`config.mk`:
```
export PLATFORM = sky130hd
export DESIGN_NAME = serial_parallel_rx_flat
export DESIGN_NICKNAME = d
export VERILOG_FILES = /design/src/rtl/serial_parallel_rx_if.sv /design/src/rtl/serial_parallel_rx.sv /design/src/flat_wrapper.sv
export SDC_FILE = /design/constraint.sdc
export NUM_CORES = 1
export LEC_CHECK = 0
export ABC_CLOCK_PERIOD_IN_PS = 1500
export CORE_MARGIN = 4
export CORE_UTILIZATION = 35
export DETAILED_ROUTE_END_ITERATION = 8
export DONT_BUFFER_PORTS = 1
export GPL_ROUTABILITY_DRIVEN = 0
export PLACE_DENSITY_LB_ADDON = 0.1
export SYNTH_ARGS = -nofsm -noshare
export SYNTH_HDL_FRONTEND = slang
export SYNTH_SLANG_ARGS = --single-unit
```
`constraint.sdc`:
```
create_clock -name clk -period 1.5 [get_ports clk]
set_input_delay 0.375 -clock clk [delete_from_list [all_inputs] [get_ports clk]]
set_output_delay 0.375 -clock clk [all_outputs]
set_load 0.05 [all_outputs]
```
`src/rtl/serial_parallel_rx_if.sv`:
```
// Receive-lane bundle between a serial source and serial_parallel_rx.
// rx_byte_count is present only when SP_RX_STATS_EN is defined.
interface serial_parallel_rx_if;
  logic        data_in;
  logic [7:0]  data_out;
  logic        valid_out;
  logic        active;
`ifdef SP_RX_STATS_EN
  logic [15:0] rx_byte_count;

  modport master (output data_in, input data_out, input valid_out, input active,
                  input rx_byte_count);
  modport slave  (input data_in, output data_out, output valid_out, output active,
                  output rx_byte_count);
`else
  modport master (output data_in, input data_out, input valid_out, input active);
  modport slave  (input data_in, output data_out, output valid_out, output active);
`endif
endinterface

```
`src/rtl/serial_parallel_rx.sv`:
```
// Single-lane deserializer: comma-based byte alignment, aligned byte output with valid.
// Optional received-byte statistics counter enabled by defining SP_RX_STATS_EN.
module serial_parallel_rx #(
  parameter logic [7:0]  COMMA    = 8'hBC,
  parameter int unsigned BC_COUNT = 4
) (
  input  logic               clk,
  input  logic               reset,
  serial_parallel_rx_if.slave rx
);

  typedef enum logic [1:0] {
    ST_SEARCH = 2'd0,
    ST_SYNC   = 2'd1,
    ST_ACTIVE = 2'd2
  } state_e;

  localparam logic [3:0] BC_LOCK = 4'(BC_COUNT);

  state_e      state_q,   state_d;
  logic [7:0]  sr_q,      sr_d;
  logic [2:0]  bit_cnt_q, bit_cnt_d;
  logic [3:0]  bc_cnt_q,  bc_cnt_d;
  logic [7:0]  data_q,    data_d;
  logic        valid_q,   valid_d;
  logic        active_q,  active_d;
`ifdef SP_RX_STATS_EN
  logic [15:0] cnt_q,     cnt_d;
`endif

  logic [7:0]  cand_s;
  logic        byte_edge_s;
  logic        comma_s;
  logic [3:0]  bc_inc_s;

  assign cand_s      = {sr_q[6:0], rx.data_in};
  assign byte_edge_s = (bit_cnt_q == 3'd7);
  assign comma_s     = (cand_s == COMMA);
  assign bc_inc_s    = bc_cnt_q + 4'd1;

  // State register: every flop of the block, cleared asynchronously by reset.
  always_ff @(posedge clk or negedge reset) begin
    if (!reset) begin
      state_q   <= ST_SEARCH;
      sr_q      <= 8'h00;
      bit_cnt_q <= 3'd0;
      bc_cnt_q  <= 4'd0;
      data_q    <= 8'h00;
      valid_q   <= 1'b0;
      active_q  <= 1'b0;
`ifdef SP_RX_STATS_EN
      cnt_q     <= 16'h0000;
`endif
    end else begin
      state_q   <= state_d;
      sr_q      <= sr_d;
      bit_cnt_q <= bit_cnt_d;
      bc_cnt_q  <= bc_cnt_d;
      data_q    <= data_d;
      valid_q   <= valid_d;
      active_q  <= active_d;
`ifdef SP_RX_STATS_EN
      cnt_q     <= cnt_d;
`endif
    end
  end

  // Next-state logic: bit-sliding search, byte-edge comma counting, then lock.
  always_comb begin
    state_d   = state_q;
    sr_d      = cand_s;
    bit_cnt_d = bit_cnt_q + 3'd1;
    bc_cnt_d  = bc_cnt_q;
    case (state_q)
      ST_SEARCH: begin
        // The counter is parked at zero until a comma pins the byte boundary.
        bit_cnt_d = 3'd0;
        if (comma_s) begin
          state_d  = ST_SYNC;
          bc_cnt_d = 4'd1;
        end else begin
          bc_cnt_d = 4'd0;
        end
      end
      ST_SYNC: begin
        if (byte_edge_s) begin
          if (comma_s) begin
            bc_cnt_d = bc_inc_s;
            if (bc_inc_s == BC_LOCK) begin
              state_d = ST_ACTIVE;
            end else begin
              state_d = ST_SYNC;
            end
          end else begin
            state_d  = ST_SEARCH;
            bc_cnt_d = 4'd0;
          end
        end else begin
          state_d = ST_SYNC;
        end
      end
      ST_ACTIVE: begin
        state_d = ST_ACTIVE;
      end
      default: begin
        state_d   = ST_SEARCH;
        bit_cnt_d = 3'd0;
        bc_cnt_d  = 4'd0;
      end
    endcase
  end

  // Output logic: byte outputs move only on byte edges while the lane is locked.
  always_comb begin
    data_d   = data_q;
    valid_d  = valid_q;
    active_d = (state_d == ST_ACTIVE);
`ifdef SP_RX_STATS_EN
    cnt_d    = cnt_q;
`endif
    if ((state_q == ST_ACTIVE) && byte_edge_s) begin
      if (comma_s) begin
        valid_d = 1'b0;
      end else begin
        data_d  = cand_s;
        valid_d = 1'b1;
`ifdef SP_RX_STATS_EN
        if (cnt_q != 16'hFFFF) begin
          cnt_d = cnt_q + 16'd1;
        end else begin
          cnt_d = cnt_q;
        end
`endif
      end
    end else if (state_q != ST_ACTIVE) begin
      valid_d = 1'b0;
    end else begin
      valid_d = valid_q;
    end
  end

  assign rx.data_out      = data_q;
  assign rx.valid_out     = valid_q;
  assign rx.active        = active_q;
`ifdef SP_RX_STATS_EN
  assign rx.rx_byte_count = cnt_q;
`endif

endmodule

```
`src/flat_wrapper.sv`:
```
// flat-port wrapper written by rule: the top's interface ports become plain ports
module serial_parallel_rx_flat 
#(
  parameter logic [7:0]  COMMA    = 8'hBC,
  parameter int unsigned BC_COUNT = 4
)
  (clk, reset, rx_data_in, rx_data_out, rx_valid_out, rx_active);
  serial_parallel_rx_if rx_i ();
  input  logic clk;
  input  logic reset;
  input wire logic [$bits(rx_i.data_in)-1:0] rx_data_in;
  output wire logic [$bits(rx_i.data_out)-1:0] rx_data_out;
  output wire logic [$bits(rx_i.valid_out)-1:0] rx_valid_out;
  output wire logic [$bits(rx_i.active)-1:0] rx_active;
  assign rx_i.data_in = rx_data_in;
  assign rx_data_out = rx_i.data_out;
  assign rx_valid_out = rx_i.valid_out;
  assign rx_active = rx_i.active;
  serial_parallel_rx #(.COMMA(COMMA), .BC_COUNT(BC_COUNT)) u_core (.clk(clk), .reset(reset), .rx(rx_i));
endmodule
```
* Word-level counts from Yosys, hierarchy flattened
Cells that the tools add are included.
** Operators by class
- Add/subtract/negate cells :: 2
- Eq/ne operators :: 8
- Mux-type cells :: 13
- Bitwise gates (word level) :: 2
- Reductions and logical operators :: 6
** Operator list (count)
- 4-bit case mux with 3 select lines :: 1
- 8-bit equality test, second input constant :: 1
- 2-bit two-way mux :: 4
- 4-bit two-way mux :: 2
- 2-bit case mux with 3 select lines :: 1
- 4-bit by 1-bit adder with 4-bit output, second input constant :: 1
- 2-bit equality test, second input constant :: 2
- 4-bit by 3-bit equality test with 1-bit output, second input constant :: 1
- 1-bit two-way mux :: 4
- 2-bit AND reduction :: 2
- 3-bit by 1-bit adder with 3-bit output, second input constant :: 1
- 3-bit equality test, second input constant :: 1
- 3-bit two-way mux :: 1
- 2-bit by 1-bit equality test with 1-bit output, second input constant :: 1
- 2-bit logical NOT :: 1
- 2-bit by 1-bit != test with 1-bit output, second input constant :: 1
- 2-bit != test, second input constant :: 1
- 1-bit inverter :: 2
- 2-bit nonzero test :: 1
- 2-bit OR reduction :: 1
- 1-bit logical AND :: 1
** Storage, ports and cells
- Register bits after elaboration :: 26
- Input port bits :: 3
- Output and inout port bits :: 10
- Word-level logic and storage cells :: 38

* Depth between registers and ports, before layout
Gate-level depths: netlist of run 1.
- Depth in word-level cells :: 7
- Depth in mapped cells :: 7
- Depth with buffers taken out :: 6

* Least setup slack after synthesis of run 1
No wires, ideal clock.
- Path type :: register to register
- From :: register u_core.bit_cnt_q[0]
- To :: register u_core.data_q[0] (netlist: u_core.rx.data_out[0])
- Library setup time :: 125 ps
- Arrival time :: 1495 ps
- Required time :: 1375 ps
- Setup slack :: -120 ps
- Stages on the path, launching flop included :: 7
- Buffers on the path :: 2
- Period minus slack after synthesis :: 1620 ps
- Cells stage by stage :: dfrtp_1 > ha_1 > ha_1 > clkbuf_1 > and3_1 > buf_6 > mux2_4
** On the way
- Word-level cells in the longest chain between the ends :: 3
** Ends and longest elaborated chain
- start, declared :: RTL line serial_parallel_rx.sv:22 : logic [2:0] bit_cnt_q, bit_cnt_d;
- start signal, assigned :: RTL line serial_parallel_rx.sv:57 : bit_cnt_q <= bit_cnt_d;
- 3-bit equality test :: RTL line serial_parallel_rx.sv:37 : assign byte_edge_s = (bit_cnt_q == 3'd7);
- 1-bit logical AND :: RTL line serial_parallel_rx.sv:121 : if ((state_q == ST_ACTIVE) && byte_edge_s) begin
- 2-bit AND reduction (no line)
- end signal, assigned :: RTL line serial_parallel_rx.sv:59 : data_q <= data_d;
- end, declared :: RTL line serial_parallel_rx.sv:24 : logic [7:0] data_q, data_d;
No other way between the ends.
A chain may end at the register's enable or synchronous reset.

* Final worst setup path of run 1
- From :: register u_core.sr_q[5]
- To :: register u_core.data_q[1] (netlist: u_core.rx.data_out[1])
** On the way
- Word-level cells in the longest chain between the ends :: 3
** Ends and longest elaborated chain
- start, declared :: RTL line serial_parallel_rx.sv:21 : logic [7:0] sr_q, sr_d;
- start signal, assigned :: RTL line serial_parallel_rx.sv:56 : sr_q <= sr_d;
- 8-bit equality test :: RTL line serial_parallel_rx.sv:38 : assign comma_s = (cand_s == COMMA);
- 1-bit inverter (no line)
- 2-bit AND reduction (no line)
No other way between the ends.

==> reports/qor.txt, run 1 <==
====================================================================================
Starting density of the core                                                   37.1%
Number of enable-type register cells in the synthesized netlist                    0
Cts bufs inserted                                                                  3
Die extent in x                                                              65.4 um
Count of port buffers added during placement                                       0
Final period utilization                                                       99.2%
Clk Tree Root Cell                                                      sky130_fd_sc_hd__clkbuf_4
Count of endpoints failing setup in the final report                               0
Number of detailed-route iterations in the first pass                              3
Average cell area after synthesis                                         12.9 sq um
Worst-case clock skew                                                        2.28 ps
Gate Count Post-Synth                                                             89
Worst voltage drop across the vdd grid                                      0.658 mV
Final-stage net count                                                            122
Post-synthesis sequential element count                                           26
Critical path, cell by cell                                             nand4b_1, or2_4, and3_4, mux2_4
Gr ovfl total                                                                      0
Ranking of synthesized cells by instance count                          26 x sky130_fd_sc_hd__dfrtp_1, 8 x sky130_fd_sc_hd__mux2_4, 7 x sky130_fd_sc_hd__ha_1
Aggregate routed wire length                                                 2240 um
Cell with the most instances after synthesis                            sky130_fd_sc_hd__dfrtp_1
Hold crit path type                                                     primary input to flip-flop
H-tree depth                                                                       1
Largest incremental delay on the critical path                                400 ps
Proportion of synthesized flip-flops having asynchronous set or reset           100%
Required time of the critical path                                           1720 ps
Clock tree from TritonCTS                                                      built
CP Capture Type                                                            flip-flop
Min Hold Slack                                                               65.9 ps
Count of pins over their slew limit                                                0
1st-iter DRT viols                                                                41
Worst slew margin relative to its limit                                        66.7%
Top post-synthesis cells by area                                        sky130_fd_sc_hd__dfrtp_1 57%, sky130_fd_sc_hd__mux2_4 10%, sky130_fd_sc_hd__ha_1 7.6%
Leading register cell type out of synthesis                             sky130_fd_sc_hd__dfrtp_1
Power density over the cells                                            1120 nW/um^2
Num ports                                                                         13
Synth Net Count                                                                   99
ANT cells                                                                          0
Leakage                                                                     0.688 nW
R2r setup slk                                                                  10 ps
Sequential share of the synthesized area                                       56.5%
Syn Std Cell Area                                                         1150 sq um
Later-pin clock latency in the skew report                                    320 ps
Post-route antenna net violation count                                             0
Count of clock tree sinks                                                         26
Die Span Y                                                                   65.4 um
Routed length per placed instance                                            14.4 um
Kind of launch point of the worst setup path                               flip-flop
Setup repair after global routing missed its margin                             true
Share of final-layout standard cells stronger than drive strength 1            44.1%
Area enclosed by the die boundary                                         4270 sq um
Slowest stage cell, crit path                                           sky130_fd_sc_hd__dfrtp_1
Outcome                                                                    completed
Initial antenna violation count                                                    0
Number of cells in the design after placement                                    144
Area of the core region                                                   3100 sq um
Min Tclk post-route                                                          1490 ps
Wire length of the first global-routing pass                                 3660 um
Growth of design area from synthesis to finish                                 32.5%
Fill cell count                                                                  301
Classification of the worst setup path                                  flip-flop to flip-flop
Worst Path Arrival                                                           1710 ps
Vias in the first global route                                                   797
Number of vias after detailed routing                                            758
Achievable frequency                                                         672 MHz
Largest net degree at the start of global routing                                 27
Detailed-placement wirelength estimate                                       1470 um
Synth top area share                                                           56.5%
Drt drc                                                                            0
# rows                                                                            20
Total count of hold-check failures in the final report                             0
Final core occ                                                                 49.2%
Clock-pin slew on the worst setup and hold paths                              140 ps
Slew of the pin with the lowest slew margin                                   499 ps
CP max FO                                                                          5
Drt via density                                                                 4.89
Family of cells with the greatest summed delay on the critical path     simple AND/OR/NAND/NOR gates
Number of distinct library cells after synthesis                                  31
Number of buffers and inverters on the critical path                               0
Cell type contributing the most total cell area after synthesis         sky130_fd_sc_hd__dfrtp_1
Overall routing resource usage                                                 11.0%
Clock Tree Buf Depth                                                               2
Non-filler cells, final                                                          155
Post-Route Setup TNS                                                            0 ps
Synthesis warning total                                                            0
Max-cap check violation count                                                      0
====================================================================================
## through the flow
stage          worst slack (ps)  cell area [sq um]  total power [mW]
3_3_place_gp              -17.4               1310              1.15
3_5_place_dp              -24.3               1310              1.15
4_1_cts                   -14.4               1410              1.68
5_1_grt                   -61.2               1530              1.83
2_1_floorplan             -30.3               1170              1.05
6_report                   12.0               1530              1.71
## area by class of cell
type | count | area, sq um | share of cell area [%]
sequential | 26 | 651 | 42.7
timing repair buffer | 21 | 188 | 12.3
inverter | 5 | 18.8 | 1.23
tap | 44 | 55.1 | 3.61
multi-input combinational | 55 | 561 | 36.8
clock inverter | 1 | 30.0 | 1.97
clock buffer | 3 | 22.5 | 1.48
## timing repair
item / in CTS / in global routing
setup endpoints to repair: 9 / 14
resized for setup: 1 / 20
pin swaps: 1 / 5
hold buffers: 2 / 0
buffers inserted: 1 / 3
endpoints found under the hold margin: 26 / 0
cloned: 0 / 1
## sequential cells by signal, indices dropped and copies added, names as in the netlist
name / cells
u_core.rx.valid_out: 1
u_core.rx.active: 1
u_core.sr_q: 7
u_core.rx.data_out: 8
u_core.bit_cnt_q: 3
u_core.bc_cnt_q: 4
u_core.state_q: 2
## final timing paths
path | from | endpoint | depth (start not counted)
setup / recovery | u_core.sr_q[5] | u_core.rx.data_out[1] | 4
hold / removal | rx_data_in | u_core.sr_q[0] | 0
setup reg to reg | u_core.sr_q[5] | u_core.rx.data_out[1] | 4
hold reg to reg | u_core.sr_q[4] | u_core.sr_q[5] | 0
max in group asynchronous | reset | u_core.rx.data_out[2] | 2
min in group asynchronous | reset | u_core.rx.data_out[7] | 2
## report_power, final
group	leakage [nW]	switching (mW)	internal, mW
Clock	0.0279	0.210	0.270
Sequential	0.342	0.0446	0.766
Combinational	0.319	0.202	0.215
Total	0.688	0.456	1.25
## routing by layer
metal	global-route usage, %	routed length, um	vias to the layer above
li1	-	-	367
met1	14.3	1030	380
met2	17.8	1100	9
met3	3.59	91	2
met4	2.33	13	0
met5	0	0	-
## cells by family (layout without fill, tap and decap cells)
group                      after synthesis  count (layout)  synth area share [%]
muxes                                    8               8                  10.4
DFF                                     26              26                  56.5
AOI/OAI and AO/OA                       17              17                  10.2
adders and majority gates                7               7                  7.61
and+or+nand+nor                         22              23                  11.6
buffers and inverters                    9              30                  3.59
## cell usage in the layout (no fill, tap or decap), drive strengths merged, types with 3 or more instances in the layout
| cell | n |
|---|---|
| a21oi | 3 |
| clkbuf | 3 |
| nand3 | 3 |
| dfrtp | 26 |
| o21ai | 3 |
| buf | 20 |
| nor2b | 3 |
| inv | 5 |
| ha | 7 |
| mux2 | 8 |
| a211oi | 3 |
Power figures use the tool's default switching activity.
==> run 2, diff against run 1 <==
ABC_AREA = 1   (was unset)
==> run 2 against run 1 <==
Combinational power down 16%. Die area increased by 5.8%. Synthesized cell count increased by 36%. Critical path depth shrank 4. Final cell count rose by 12%. Wire length down 18%. Sequential power fell by 1%. Largest cell class unchanged.
==> reports/qor.txt, run 2 <==
====================================================================================
Worst Path Arrival                                                           1000 ps   -710 ps
Number of vias after detailed routing                                            736   -2.9%
Hold crit path type                                                     primary input to flip-flop
Synth Net Count                                                                  131   +32%
Count of port buffers added during placement                                       0   unchanged
Fill cell count                                                                  366   +22%
H-tree depth                                                                       1   unchanged
Final period utilization                                                       91.9%   -7.3 points
Largest net degree at the start of global routing                                 27   unchanged
# rows                                                                            21   +5.0%
Met1 routing resource usage after global routing                               12.0%   -2.3 points
Count of clock tree sinks                                                         26   unchanged
Gate Count Post-Synth                                                            121   +36%
Overall routing resource usage                                                 10.3%   -0.70 points
Grt peak-use layer                                                              met2
Sequential share of the synthesized area                                       53.0%   -3.5 points
CP max FO                                                                          2   -3
1st-iter DRT viols                                                                14   -66%
Vias in the first global route                                                   774   -2.9%
Number of detailed-route iterations in the first pass                              3   unchanged
Power share of the combinational group                                         21.5%   -2.9 points
Growth of design area from synthesis to finish                                 12.2%
Num ports                                                                         13   unchanged
Final core occ                                                                 41.0%   -8.2 points
Final-stage net count                                                            138   +13%
Proportion of synthesized flip-flops having asynchronous set or reset           100%   unchanged
Number of enable-type register cells in the synthesized netlist                    0   unchanged
Aggregate routed wire length                                                 1840 um   -18%
Ranking of synthesized cells by instance count                          26 x sky130_fd_sc_hd__dfrtp_1, 22 x sky130_fd_sc_hd__nand2_1, 21 x sky130_fd_sc_hd__inv_1
Internal power consumption                                                   1.18 mW   -6.0%
Gr ovfl total                                                                      0   unchanged
Average cell area after synthesis                                         10.1 sq um   -22%
Wire length of the first global-routing pass                                 3420 um   -6.6%
Most common cell after layout, fill and taps aside                      sky130_fd_sc_hd__dfrtp_1
Top post-synthesis cells by area                                        sky130_fd_sc_hd__dfrtp_1 53%, sky130_fd_sc_hd__ha_1 7.1%, sky130_fd_sc_hd__nand2_1 6.7%
Slew of the pin with the lowest slew margin                                   493 ps   -6.13 ps
ANT cells                                                                          0   unchanged
Starting density of the core                                                   36.5%   -0.60 points
Worst voltage drop across the vdd grid                                      0.497 mV   -24%
Synthesis warning total                                                            0   unchanged
Flip-flop count of the largest register after layout                               8   unchanged
CP Capture Type                                                           output pin
Detailed-placement wirelength estimate                                       1350 um   -8.2%
Clock group share of total power                                               29.7%   +1.6 points
Outcome                                                                    completed
Achievable frequency                                                         725 MHz   +7.9%
Fraction of power spent switching nets                                         28.2%   +1.5 points
R2r setup slk                                                                 130 ps   +120 ps
Clk Tree Root Cell                                                      sky130_fd_sc_hd__clkbuf_4
Leakage                                                                     0.682 nW   -0.95%
Cell type contributing the most total cell area after synthesis         sky130_fd_sc_hd__dfrtp_1
Number of distinct library cells after synthesis                                  19   -39%
Post-Route Setup TNS                                                            0 ps   unchanged
Min Hold Slack                                                               56.6 ps   -9.33 ps
Met2 track demand over resource in global routing                              16.7%   -1.1 points
Cts bufs inserted                                                                  3   unchanged
Leading register cell type out of synthesis                             sky130_fd_sc_hd__dfrtp_1
Non-filler cells, final                                                          173   +12%
Initial antenna violation count                                                    0   unchanged
Area enclosed by the die boundary                                         4520 sq um   +5.8%
Area of the core region                                                   3360 sq um   +8.4%
Post-route antenna net violation count                                             0   unchanged
Worst-case clock skew                                                        1.79 ps   -0.487 ps
Count of pins over their slew limit                                                0   unchanged
Synth top area share                                                           53.0%   -3.5 points
Kind of launch point of the worst setup path                               flip-flop
Number of cells in the design after placement                                    166   +15%
Die Span Y                                                                   67.2 um   +2.9%
Die extent in x                                                              67.2 um   +2.9%
Sequential fraction of design power                                            48.8%   +1.3 points
Clock-pin slew on the worst setup and hold paths                              140 ps   about the same
Drt drc                                                                            0   unchanged
Setup repair after global routing missed its margin                            false
Most frequent cells in the layout                                       26 x sky130_fd_sc_hd__dfrtp_1, 22 x sky130_fd_sc_hd__nand2_1, 20 x sky130_fd_sc_hd__inv_1
Share of final-layout standard cells stronger than drive strength 1            26.8%   -17 points
Post-synthesis sequential element count                                           26   unchanged
Worst slew margin relative to its limit                                        67.1%   +0.41 points
Power dissipated by switching net loads                                     0.463 mW   +1.4%
Classification of the worst setup path                                  flip-flop to output pin
Drt via density                                                                 4.25   -13%
Clock Tree Buf Depth                                                               2   unchanged
Routed length per placed instance                                            10.6 um   -26%
Syn Std Cell Area                                                         1230 sq um   +6.6%
Overall power consumption                                                    1.64 mW   -4.0%
Power density over the cells                                            1190 nW/um^2   +6.3%
Min Tclk post-route                                                          1380 ps   -109 ps
Clock tree from TritonCTS                                                      built
Count of endpoints failing setup in the final report                               0   unchanged
Later-pin clock latency in the skew report                                    320 ps   about the same
Required time of the critical path                                           1120 ps   -600 ps
Total count of hold-check failures in the final report                             0   unchanged
Met3 Track Usage GR                                                            2.50%   -1.1 points
Max-cap check violation count                                                      0   unchanged
Cell with the most instances after synthesis                            sky130_fd_sc_hd__dfrtp_1
====================================================================================
## run 2: cell count changes in the layout (fill, tap and decap cells not counted), sizes merged, moves of 6 or more
cell,previous run,this run
o21ai,3,14
nor2,2,8
mux2,8,0
nand2,2,28
nand3,3,9
buf,20,2
inv,5,24
## run 2: worst paths after layout
check	from	endpoint	depth (start not counted)
worst max-delay path	u_core.rx.valid_out	rx_valid_out	0
min in group asynchronous	reset	u_core.rx.data_out[5]	2
worst max register to register	u_core.state_q[0]	u_core.rx.data_out[7]	6
max in group asynchronous	reset	u_core.bc_cnt_q[1]	2
worst min-delay path	rx_data_in	u_core.sr_q[0]	0
worst min register to register	u_core.sr_q[5]	u_core.sr_q[6]	0
## run 2: metrics by stage
step / instance area (sq um) / setup slack [ps]
after floorplan: 1230 / 218
after global placement: 1260 / 108
after detailed placement: 1260 / 96.8
after CTS: 1350 / 76.5
after global routing: 1380 / 7.18
final: 1380 / 121
## run 2: layout make-up
class                           count  area (sq um)  area share, %
Multi-Input combinational cell     70           477           34.6
Timing Repair Buffer                3          50.0           3.63
Tap cell                           46          57.6           4.18
Inverter                           24          90.1           6.54
Clock inverter                      1          30.0           2.18
Clock buffer                        3          22.5           1.63
Sequential cell                    26           651           47.2
## run 2: cells by family (layout without fill, tap and decap cells)
group	count (synthesis)	after routing	synth area share, %
adder cells (fa/ha/maj)	7	7	7.14
flip-flops	26	26	53.0
buffers and inverters	25	31	8.97
AND/OR/NAND/NOR	47	47	21.6
AO/OA/AOI/OAI	16	16	9.28
## run 2: power groups by stage
stage | logic (mW) | registers [mW] | clock network [mW]
2_1_floorplan | 0.262 | 0.807 | 0
3_3_place_gp | 0.307 | 0.811 | 0
3_5_place_dp | 0.317 | 0.816 | 0
4_1_cts | 0.340 | 0.801 | 0.515
5_1_grt | 0.423 | 0.809 | 0.541
6_report | 0.352 | 0.800 | 0.486
## run 2: routing by layer
metal / wire [um] / vias to the layer above
li1: - / 386
met2: 868 / 11
met1: 832 / 335
met5: 0 / -
met4: 46 / 0
met3: 91 / 4
## run 2: repair_timing
item / CTS / global route
hold buffers: 2 / 0
resized for setup: 0 / 3
endpoints found under the setup margin: 0 / 9
buffers inserted: 0 / 1
hold endpoints to repair: 26 / 0
==> run 3, diff against run 2 <==
RECOVER_POWER = 50   (was unset)
==> run 3 against run 2 <==
Sequential share of layout area grew 0.52 points. Combinational power is 2% lower. Sequential power about the same. Fmax down 0.49%. First-iteration DRC count is 14% lower. Wire length is 0.38% higher. Clock power is 1% higher. Non-clock buffer count stayed put. Core utilization fell by 0.45 points. Critical path depth stayed put. Largest power group unchanged.
==> reports/qor.txt, run 3 (same netlist as run 2, synthesis figures left out) <==
==================================================================================
Largest net degree at the start of global routing                               27   unchanged
Clock Tree Buf Depth                                                             2   unchanged
Power share of the combinational group                                       21.1%   -0.4 points
Slew of the pin with the lowest slew margin                                 653 ps   +160 ps
Num ports                                                                       13   unchanged
1st-iter DRT viols                                                              12   -2
Min Hold Slack                                                             53.6 ps   -3.02 ps
Max-cap check violation count                                                    0   unchanged
# rows                                                                          21   unchanged
Count of port buffers added during placement                                     0   unchanged
Clock group share of total power                                             30.1%   +0.4 points
Leakage                                                                   0.677 nW   -0.77%
Overall routing resource usage                                               10.3%   unchanged
Flip-flop count of the largest register after layout                             8   unchanged
Power density over the cells                                          1200 nW/um^2   +1.2%
Clock tree from TritonCTS                                                    built
Share of final-layout standard cells stronger than drive strength 1          26.8%   unchanged
Routed length per placed instance                                          10.7 um   +0.38%
Achievable frequency                                                       722 MHz   -0.49%
Layout Cell Area excl Fill                                              1360 sq um   -1.1%
Vias in the first global route                                                 774   unchanged
Post-route antenna net violation count                                           0   unchanged
Clock-pin slew on the worst setup and hold paths                            150 ps   about the same
Required time of the critical path                                         1120 ps   about the same
Count of clock tree sinks                                                       26   unchanged
H-tree depth                                                                     1   unchanged
CP max FO                                                                        2   unchanged
Clk Tree Root Cell                                                    sky130_fd_sc_hd__clkbuf_4
Growth of design area from synthesis to finish                               11.0%
Number of vias after detailed routing                                          734   -0.27%
Min Tclk post-route                                                        1390 ps   +6.76 ps
Setup repair after global routing missed its margin                          false
Overall power consumption                                                  1.64 mW   about the same
Area of the core region                                                 3360 sq um   unchanged
Fraction of power spent switching nets                                       28.5%   +0.31 points
CP Capture Type                                                         output pin
Hold crit path type                                                   primary input to flip-flop
Drt via density                                                               4.24   -0.27%
Area enclosed by the die boundary                                       4520 sq um   unchanged
Die extent in x                                                            67.2 um   unchanged
Die Span Y                                                                 67.2 um   unchanged
Outcome                                                                  completed
Worst voltage drop across the vdd grid                                    0.497 mV   -0.10%
Worst Path Arrival                                                         1010 ps   about the same
Drt drc                                                                          0   unchanged
Starting density of the core                                                 36.5%   unchanged
Final-stage net count                                                          138   unchanged
Number of detailed-route iterations in the first pass                            2   -1
Sequential fraction of design power                                          48.8%   about the same
Total count of hold-check failures in the final report                           0   unchanged
Worst slew margin relative to its limit                                      56.5%   -11 points
Internal power consumption                                                 1.17 mW   -0.38%
Later-pin clock latency in the skew report                                  330 ps   about the same
Gr ovfl total                                                                    0   unchanged
Kind of launch point of the worst setup path                             flip-flop
Placed instance area                                                    1260 sq um   unchanged
Worst-case clock skew                                                      3.71 ps   +1.92 ps
Count of endpoints failing setup in the final report                             0   unchanged
Post-Route Setup TNS                                                          0 ps   unchanged
Classification of the worst setup path                                flip-flop to output pin
Count of pins over their slew limit                                              0   unchanged
Aggregate routed wire length                                               1850 um   +0.38%
Most common cell after layout, fill and taps aside                    sky130_fd_sc_hd__dfrtp_1
Final period utilization                                                     92.4%   +0.45 points
Most frequent cells in the layout                                     26 x sky130_fd_sc_hd__dfrtp_1, 22 x sky130_fd_sc_hd__nand2_1, 20 x sky130_fd_sc_hd__inv_1
Detailed-placement wirelength estimate                                     1350 um   unchanged
Power dissipated by switching net loads                                   0.468 mW   +1.2%
ANT cells                                                                        0   unchanged
Wire length of the first global-routing pass                               3420 um   unchanged
Initial antenna violation count                                                  0   unchanged
Cts bufs inserted                                                                3   unchanged
==================================================================================
run 3: cell count changes in the layout (fill, tap and decap cells not counted), sizes merged:
cell    previous run  this run
buf                2         1
clkbuf             3         4
run 3: worst paths after layout:
path,to,depth (start not counted),startpoint,slack (ps)
hold / removal,u_core.sr_q[0],0,rx_data_in,50
setup / recovery,rx_valid_out,0,u_core.rx.valid_out,110
setup reg to reg,u_core.rx.data_out[7],6,u_core.state_q[0],130
min in group asynchronous,u_core.sr_q[6],2,reset,590
hold reg to reg,u_core.sr_q[6],0,u_core.sr_q[5],410
max in group asynchronous,u_core.bit_cnt_q[0],2,reset,500
run 3: power groups by stage:
stage | combinational (mW) | sequential, mW | clock (mW)
after floorplan | 0.262 | 0.807 | 0
after global routing | 0.417 | 0.809 | 0.541
after detailed placement | 0.317 | 0.816 | 0
final | 0.346 | 0.800 | 0.493
after CTS | 0.340 | 0.801 | 0.515
after global placement | 0.307 | 0.811 | 0
run 3: metal layers:
| metal | vias to the layer above | track usage, % | part of all wire, % |
|---|---|---|---|
| met2 | 11 | 16.7 | 46 |
| met1 | 332 | 12.0 | 46 |
| li1 | 386 | - | - |
| met5 | - | 0 | 0 |
| met3 | 5 | 2.50 | 4.8 |
| met4 | 0 | 6.84 | 3.0 |
run 3: cell type report:
class / instances / area (sq um)
well taps: 46 / 57.6
fillers: 368 / 2000
inverters: 24 / 90.1
clock inverters: 1 / 30.0
clock buffers: 3 / 22.5
multi-input cells: 70 / 477
flip-flops and latches: 26 / 651
repair buffers: 3 / 35.0
run 3: through the flow:
| stage | cells | setup slack [ps] | utilization, % |
|---|---|---|---|
| 6_report | 173 | 114 | 40.5 |
| 4_1_cts | 172 | 76.5 | 40.1 |
| 2_1_floorplan | 121 | 218 | - |
| 5_1_grt | 173 | 7.18 | 40.5 |
| 3_5_place_dp | 166 | 96.8 | 37.6 |
| 3_3_place_gp | 166 | 108 | 37.6 |
run 3: repair_timing:
action | CTS | global route
gates resized for setup | 0 | 3
setup buffers | 0 | 1
endpoints found under the setup margin | 0 | 9
hold buffers | 2 | 0
hold endpoints to repair | 26 | 0
